==> config.mk <==
export PLATFORM = sky130hd
export DESIGN_NAME = mem_bus_arbiter
export DESIGN_NICKNAME = d
export VERILOG_FILES = /design/src/rtl/erm16_bus_pkg.sv /design/src/rtl/mem_bus_arbiter_rr_picker.sv /design/src/rtl/mem_bus_arbiter.sv
export SDC_FILE = /design/constraint.sdc
export NUM_CORES = 1
export LEC_CHECK = 0
export CORE_AREA = 2 2 91 93
export DETAILED_ROUTE_END_ITERATION = 10
export DIE_AREA = 0 0 93 95
export GPL_ROUTABILITY_DRIVEN = 0
export PLACE_DENSITY = 0.84
export SYNTH_ARGS = -nofsm -noshare
export SYNTH_HDL_FRONTEND = slang
export SYNTH_SLANG_ARGS = --single-unit
==> constraint.sdc <==
create_clock -name clk -period 6.9 [get_ports clk]
set_input_delay 0.69 -clock clk [delete_from_list [all_inputs] [get_ports clk]]
set_output_delay 0.69 -clock clk [all_outputs]
set_load 0.03 [all_outputs]
==> src/rtl/erm16_bus_pkg.sv <==
// Shared bus definitions for the ERM16 datapath: arbiter FSM encoding and
// the default address/data widths used by control_unit, memory and arbiter.
package erm16_bus_pkg;

    localparam int ERM_AW = 16;
    localparam int ERM_DW = 16;

    typedef enum logic [1:0] {
        ARB_IDLE,
        ARB_ADDR,
        ARB_DATA
    } arb_state_t;

endpackage

==> src/rtl/mem_bus_arbiter_rr_picker.sv <==
// Combinational winner selection: round-robin starting after i_ptr, or fixed
// priority (lowest index wins) when PRIO_FIXED is set.
module rr_picker #(
    parameter int NREQ       = 3,
    parameter int IW         = 2,
    parameter int PRIO_FIXED = 0
) (
    input  logic [NREQ-1:0] i_eligible,
    input  logic [IW-1:0]   i_ptr,
    output logic [NREQ-1:0] o_onehot,
    output logic [IW-1:0]   o_idx,
    output logic            o_found
);

    int          w_cand;
    logic [IW-1:0] w_cand_idx;

    always_comb begin
        o_found    = 1'b0;
        o_idx      = '0;
        w_cand     = 0;
        w_cand_idx = '0;
        // Candidate order: ptr+1, ptr+2, ... wrapping; or plain 0..NREQ-1.
        for (int k = 0; k < NREQ; k++) begin
            w_cand     = (PRIO_FIXED != 0) ? k : ((int'(i_ptr) + 1 + k) % NREQ);
            w_cand_idx = IW'(w_cand);
            if (!o_found && i_eligible[w_cand_idx]) begin
                o_found = 1'b1;
                o_idx   = w_cand_idx;
            end
        end
        o_onehot = o_found ? (NREQ'(1) << o_idx) : '0;
    end

endmodule

==> src/rtl/mem_bus_arbiter.sv <==
// Shares the single synchronous data-memory port between NREQ requesters
// using a level req / one-cycle ack handshake and a three-state access FSM.
module mem_bus_arbiter
    import erm16_bus_pkg::*;
#(
    parameter int NREQ       = 3,
    parameter int AW         = ERM_AW,
    parameter int DW         = ERM_DW,
    parameter int PRIO_FIXED = 0
) (
    input  logic             clk,
    input  logic             init,
    input  logic [NREQ-1:0]    req,
    input  logic [NREQ-1:0]    we,
    input  logic [NREQ*AW-1:0] addr,
    input  logic [NREQ*DW-1:0] wdata,
    output logic [NREQ-1:0]    gnt,
    output logic [NREQ-1:0]    ack,
    output logic [DW-1:0]      rdata,
    output logic [AW-1:0]      mem_addr,
    output logic [DW-1:0]      mem_wdata,
    output logic               mem_we,
    input  logic [DW-1:0]      mem_rdata,
    output logic               busy,
    output arb_state_t         dbg_state
);

    localparam int IW = (NREQ > 1) ? $clog2(NREQ) : 1;

    arb_state_t      r_state;
    logic [NREQ-1:0] r_gnt;
    logic [NREQ-1:0] r_ack;
    logic [IW-1:0]   r_ptr;
    logic [IW-1:0]   r_win;
    logic [DW-1:0]   r_rdata;
    logic [AW-1:0]   r_mem_addr;
    logic [DW-1:0]   r_mem_wdata;
    logic            r_mem_we;

    logic [NREQ-1:0] w_eligible;
    logic [NREQ-1:0] w_onehot;
    logic [IW-1:0]   w_idx;
    logic            w_found;
    logic [AW-1:0]   w_sel_addr;
    logic [DW-1:0]   w_sel_wdata;
    logic            w_sel_we;

    // A requester being acked this cycle must not immediately win again.
    assign w_eligible = req & ~r_ack;

    rr_picker #(
        .NREQ       (NREQ),
        .IW         (IW),
        .PRIO_FIXED (PRIO_FIXED)
    ) u_picker (
        .i_eligible (w_eligible),
        .i_ptr      (r_ptr),
        .o_onehot   (w_onehot),
        .o_idx      (w_idx),
        .o_found    (w_found)
    );

    always_comb begin
        w_sel_addr  = '0;
        w_sel_wdata = '0;
        w_sel_we    = 1'b0;
        for (int i = 0; i < NREQ; i++) begin
            if (w_idx == IW'(i)) begin
                w_sel_addr  = addr[i*AW +: AW];
                w_sel_wdata = wdata[i*DW +: DW];
                w_sel_we    = we[i];
            end
        end
    end

    always_ff @(posedge clk or posedge init) begin
        if (init) begin
            r_state     <= ARB_IDLE;
            r_gnt       <= '0;
            r_ack       <= '0;
            r_ptr       <= IW'(NREQ - 1);
            r_win       <= '0;
            r_rdata     <= '0;
            r_mem_addr  <= '0;
            r_mem_wdata <= '0;
            r_mem_we    <= 1'b0;
        end else begin
            r_ack <= '0;
            case (r_state)
                ARB_IDLE: begin
                    if (w_found) begin
                        r_mem_addr  <= w_sel_addr;
                        r_mem_wdata <= w_sel_wdata;
                        r_mem_we    <= w_sel_we;
                        r_gnt       <= w_onehot;
                        r_win       <= w_idx;
                        r_state     <= ARB_ADDR;
                    end else begin
                        r_mem_we <= 1'b0;
                    end
                end
                ARB_ADDR: begin
                    r_mem_we <= 1'b0;
                    r_state  <= ARB_DATA;
                end
                ARB_DATA: begin
                    // Writes load rdata too; the requester ignores it.
                    r_rdata <= mem_rdata;
                    r_ack   <= r_gnt;
                    r_gnt   <= '0;
                    r_ptr   <= r_win;
                    r_state <= ARB_IDLE;
                end
                default: r_state <= ARB_IDLE;
            endcase
        end
    end

    assign gnt       = r_gnt;
    assign ack       = r_ack;
    assign rdata     = r_rdata;
    assign mem_addr  = r_mem_addr;
    assign mem_wdata = r_mem_wdata;
    assign mem_we    = r_mem_we;
    assign busy      = (r_state != ARB_IDLE);
    assign dbg_state = r_state;

endmodule

# ---- After elaboration in Yosys (flattened, before gate mapping)
# Cells that the tools add are included.
dict set report totals {
  word_cells 65
  ram_bits 0
  reg_bits 61
  out_inout_bits 58
  latch_bits 0
  rom_bits 0
  inputBits 120
  memories 0
}
dict set report op_classes {
  div_mod_pow 3
  bitwise 2
  multipliers 0
  order_cmp 3
  mux 28
  n_addsub 3
  n_eq_ne 5
  reduce_logical 11
  n_shift 1
}
# op count
set op_table {}
lappend op_table {{32-bit by 3-bit remainder unit with 32-bit output, second input constant} 3}
lappend op_table {{16-bit two-way mux} 6}
lappend op_table {{32-bit by 2-bit adder with 32-bit output, second input constant} 1}
lappend op_table {{32-bit by 3-bit adder with 32-bit output, second input constant} 1}
lappend op_table {{1-bit two-way mux} 10}
lappend op_table {{2-bit by 3-bit less-than comparator with 1-bit output, second input constant} 3}
lappend op_table {{2-bit two-way mux} 4}
lappend op_table {{1-bit binary-select mux with 2-bit select} 3}
lappend op_table {{3-bit two-way mux} 2}
lappend op_table {{3-bit case mux with 2 select lines} 1}
lappend op_table {{2-bit nonzero test} 3}
lappend op_table {{2-bit by 1-bit equality test with 1-bit output, second input constant} 2}
lappend op_table {{2-bit equality test, second input constant} 2}
lappend op_table {{2-bit logical NOT} 2}
lappend op_table {{2-bit case mux with 2 select lines} 1}
lappend op_table {{2-bit AND reduction} 2}
lappend op_table {{2-bit by 1-bit adder with 3-bit output, second input constant} 1}
lappend op_table {{3-bit bitwise AND} 1}
lappend op_table {{3-bit NOT} 1}
lappend op_table {{1-bit by 2-bit left shift with 3-bit output, first input constant} 1}
lappend op_table {{1-bit logical AND} 2}
lappend op_table {{1-bit logical NOT} 2}
lappend op_table {{2-bit by 1-bit inequality test with 1-bit output, second input constant} 1}
lappend op_table {{1-bit case mux with 2 select lines} 1}

# ---- Longest topological paths before layout
dict set report depth {
  depth_word 17
  mapped_depth 11
  ltp_nobuf 8
}

# ---- By module
# A second synthesis with hierarchy kept.
dict set report hier_totals {
  cells_unflattened 364
  hier_area_um2 3276.9
}
# module cells_each instances area_each_um2
set modules_own_cells {}
lappend modules_own_cells {mem_bus_arbiter 326 1 3037.9}
lappend modules_own_cells {rr_picker 38 1 239.0}

# ---- Worst setup path after synthesis
# Ideal clock, no wire load.
dict set report synth_path {
  kind {reg2reg}
  start {register r_ptr[1]}
  end {register r_gnt[0] (netlist: gnt[0])}
  slack_ns 4.691
  n_path_buf 1
  required_ns 6.776
  arrival_ns 2.085
  stages_incl_launch_ff 10
  cell_sequence {dfstp_2 inv_1 ha_1 or3b_1 a21oi_2 nor2_1 a21oi_4 buf_6 nor2_1 a211o_1}
}
dict set report synth_via {
  elab_chain_cells 14
}
# element line_no
set synth_lines {}
lappend synth_lines {{start, declared} mem_bus_arbiter.sv:33} ;# logic [IW-1:0] r_ptr;
lappend synth_lines {{start signal, assigned} mem_bus_arbiter.sv:81} ;# r_ptr <= IW'(NREQ - 1);
lappend synth_lines {{start signal, assigned} mem_bus_arbiter.sv:111} ;# r_ptr <= r_win;
lappend synth_lines {{2-bit by 1-bit adder with 3-bit output (*)} mem_bus_arbiter_rr_picker.sv:25} ;# w_cand = (PRIO_FIXED != 0) ? k : ((int'(i_ptr) + 1 + k) % NREQ);
lappend synth_lines {{parallel branches: the longest is 13 deep, another holds 32-bit by 2-bit adder with 32-bit output} --}
lappend synth_lines {{end signal, assigned} mem_bus_arbiter.sv:95} ;# r_gnt <= w_onehot;
lappend synth_lines {{end, declared} mem_bus_arbiter.sv:31} ;# logic [NREQ-1:0] r_gnt;
# Every way passes the cells marked *. The select of a mux whose other input is x is not followed.
# A chain may end at the register's enable or synchronous reset.

# ---- Worst setup path in the final report
dict set report layout_path {
  start {input port req[0]}
  end {register r_gnt[0] (netlist: gnt[0])}
}
dict set report layout_via {
  elab_chain_cells 13
}
# element line_no
set layout_lines {}
lappend layout_lines {{start, declared} mem_bus_arbiter.sv:13} ;# input logic [NREQ-1:0] req,
lappend layout_lines {{3-bit bitwise AND (*)} mem_bus_arbiter.sv:49} ;# assign w_eligible = req & ~r_ack;
lappend layout_lines {{1-bit binary-select mux with 2-bit select} mem_bus_arbiter_rr_picker.sv:27} ;# if (!o_found && i_eligible[w_cand_idx]) begin
lappend layout_lines {{1-bit two-way mux (implied by the code)} mem_bus_arbiter_rr_picker.sv:27}
lappend layout_lines {{1-bit two-way mux} mem_bus_arbiter_rr_picker.sv:27}
lappend layout_lines {{1-bit logical NOT} mem_bus_arbiter_rr_picker.sv:27}
lappend layout_lines {{1-bit logical AND} mem_bus_arbiter_rr_picker.sv:27}
lappend layout_lines {{1-bit two-way mux} mem_bus_arbiter_rr_picker.sv:27}
lappend layout_lines {{1-bit logical NOT} mem_bus_arbiter_rr_picker.sv:27}
lappend layout_lines {{1-bit logical AND} mem_bus_arbiter_rr_picker.sv:27}
lappend layout_lines {{2-bit two-way mux} mem_bus_arbiter_rr_picker.sv:27}
lappend layout_lines {{1-bit by 2-bit left shift with 3-bit output} mem_bus_arbiter_rr_picker.sv:32} ;# o_onehot = o_found ? (NREQ'(1) << o_idx) : '0;
lappend layout_lines {{3-bit two-way mux} mem_bus_arbiter.sv:91} ;# if (w_found) begin
lappend layout_lines {{3-bit case mux with 2 select lines} mem_bus_arbiter.sv:89} ;# case (r_state)
# Mark *: on every way between the ends. The rest lies on a longest branch, timed or not. The select of a mux whose other input is x is not followed.

==> metrics <==
cts repair resizes=0; Synth cell types=44; dpl hpwl=7.11 mm; slowest stage cell on the critical path=a21oi_4; routed len/inst=roughly 17 um; clock latency on the worst-skew pair=about 0.32 ns; Worst path top cell family by delay=compound AO/OA/AOI/OAI gates; synth top area cells=dfrtp_1 (47%), nand2_1 (7.6%), o32ai_1 (5.7%); final antenna diode count=0; crit path kind=primary input to flip-flop; DRC=0; CP peak stage delay=roughly 0.97 ns; Power Total=between 2000 and 3000 uW; Leak=slightly above 0.002 uW; RSZ-0062 raised after global routing=no; cell with the most instances after synthesis=nand2_1; Period minus WS final=3.11 ns; fraction of registers with async set/reset=1.00; share of the synthesized area in the top cell type=0.469; area of the multi-input gates=approximately 1500 um^2; sequential area share after synthesis=0.477; Top FF cell, synth=dfrtp_1; Worst EP arrival=between 3 and 4 ns; share of layout cells above drive strength 1=0.109; worst vdd ir=~0.26 mV; Hold Slack=between 0.4 and 0.5 ns; hold buffers post-CTS=0; final hold violation count=0; PD cells=~510 nW/um^2; Rel. slew slack=0.177; Synth Register Bits=61; Post-synth EDFFs=0; # port buffers=roughly 180; Die Height=95 um; total clock sinks=~60; NumNets Final=between 600 and 700; final wirelength=slightly below 10 mm; most frequent CP cell=nor2_1; I/O pins=178; CP required=~7 ns; biggest area consumer among synthesized cells=dfrtp_1; Setup crit end kind=flip-flop; vias in the first global route=3137; root buffer cell=clkbuf_8; initial antenna violation count=0; worst-path cell chain=clkdlybuf4s50_1 > or3b_1 > a21oi_2 > nor2_1 > a21oi_4 > nor2_1 > a211o_1; Layout area overhead=62.2%; Initial DRT Pass Iterations=4; Syn Area/Cell=about 10 um^2; synthesized cell area=3200 um^2; CP startpoint kind=primary input; fmax=~320 MHz; post-place setup slack=between 3 and 4 ns; Clock Path Buffers=2; Slew Limit Fails=0; antenna violation net count after detailed routing=0; CTS H-Tree Depth=3; Slew @ Worst Pin=~1.2 ns; FF/Latch Area=roughly 1500 um^2; # fillers=684; status=completed; global-route wire length before repair=15.4 mm; setup_tns=0 ns; vias per cell=5.35; setup violators final=0; Remaining Overflow, GRT=0; Clock Skews=0.00736 ns; Yosys Warn Count=0; crit path buf inv count=1; Mapped Nets=442; max-capacitance violation count=0; Site Rows=33; Hold Crit Class=flip-flop to flip-flop; total CTS buffers=9; Core ar.=between 7000 and 8000 um^2; Die Width=about 93 um; Iteration-0 DRC Markers=150; Reg clk slew, reported paths=about 0.07 ns; Cells after Synth=~320; CTS tree=yes; top cells by count, synth=nand2_1 (65), dfrtp_1 (60), a31oi_1 (23); largest net degree at the start of global routing=62; initial core utilization=0.404; number of setup buffers added after CTS=0; total global-route track usage=0.222; routed vias=around 3200; final worst path period share=0.451; die area=slightly below 9000 um^2; setup slack after layout=between 3 and 4 ns; Worst Path Max Fanout=50
## worst reg2reg max path, stage by stage (launching register included)
cell and delay [ns]:
dfstp_2 0.53, inv_1 0.07, ha_1 0.25, or3b_1 0.41
a21oi_2 0.16, nor2_1 0.09, a21oi_4 0.97, nor2_1 0.19
a211o_1 0.34
## sequential cells by signal (all words and copies together), names as in the netlist
name,flops
mem_addr,16
mem_wdata,16
rdata,16
ack,3
gnt,3
dbg_state,2
r_ptr,2
r_win,2
mem_we,1
## metrics by stage
step / instances / util / cell area (um^2)
4_1_cts: 593 / 0.655 / 5190
6_report: 593 / 0.655 / 5190
5_1_grt: 593 / 0.655 / 5190
2_1_floorplan: 319 / - / 3200
3_3_place_gp: 577 / 0.624 / 4950
3_5_place_dp: 577 / 0.624 / 4950
## worst paths after layout
check,end,startpoint,slack (ns),cells after the start
hold reg to reg,r_ptr[1]$_DFFE_PP1P_,r_win[1]$_DFFE_PP0P_,0.49,2
min in group asynchronous,rdata[8]$_DFFE_PP0P_,init,0.91,3
setup reg to reg,gnt[0]$_DFFE_PP0P_,r_ptr[1]$_DFFE_PP1P_,3.79,8
hold / removal,r_ptr[1]$_DFFE_PP1P_,r_win[1]$_DFFE_PP0P_,0.49,2
max in group asynchronous,mem_addr[9]$_DFFE_PP0P_,init,5.48,3
setup / recovery,gnt[0]$_DFFE_PP0P_,req[0],3.79,7
## layout make-up
| class | count | share of cell area |
|---|---|---|
| clock buffers | 10 | 0.0265 |
| clock inverters | 6 | 0.0212 |
| inverters | 10 | 0.00723 |
| multi-input cells | 221 | 0.280 |
| flip-flops and latches | 61 | 0.294 |
| well taps | 105 | 0.0253 |
| repair buffers | 180 | 0.345 |
## kinds of logic (layout without fill, tap and decap cells)
| kind of cell | after synthesis | in the layout | share of synthesized area |
|---|---|---|---|
| compound gates | 92 | 92 | 0.223 |
| fa+ha+maj | 3 | 3 | 0.0117 |
| buf+inv | 37 | 206 | 0.0703 |
| flops | 61 | 61 | 0.477 |
| mux | 16 | 16 | 0.0563 |
| simple gates | 110 | 110 | 0.162 |
## layer usage
layer,up-vias,part of all wire,track usage
met3,10,0.066,0.0511
li1,1481,-,-
met1,1560,0.40,0.276
met2,120,0.52,0.385
met4,0,0.014,0.0711
met5,-,0,0
## placed cells by master (no fill, tap or decap), drive strengths merged, types with 4 or more instances in the layout
cell | netlist | routed
or2 | 9 | 9
a31oi | 23 | 23
nor2b | 5 | 5
dfrtp | 60 | 60
o21a | 8 | 8
nor2 | 7 | 7
o21ai | 9 | 9
nand2b | 4 | 4
a21oi | 7 | 7
mux2 | 16 | 16
and2 | 4 | 4
clkdlybuf4s50 | 0 | 177
o221a | 8 | 8
inv | 10 | 10
nand3 | 4 | 4
clkbuf | 7 | 10
nand2 | 65 | 65
o32ai | 21 | 21
## where the power goes
group	switching, uW	internal, uW
registers	93.8	539
clock network	140	249
logic	954	685
Power figures use the tool's default switching activity.
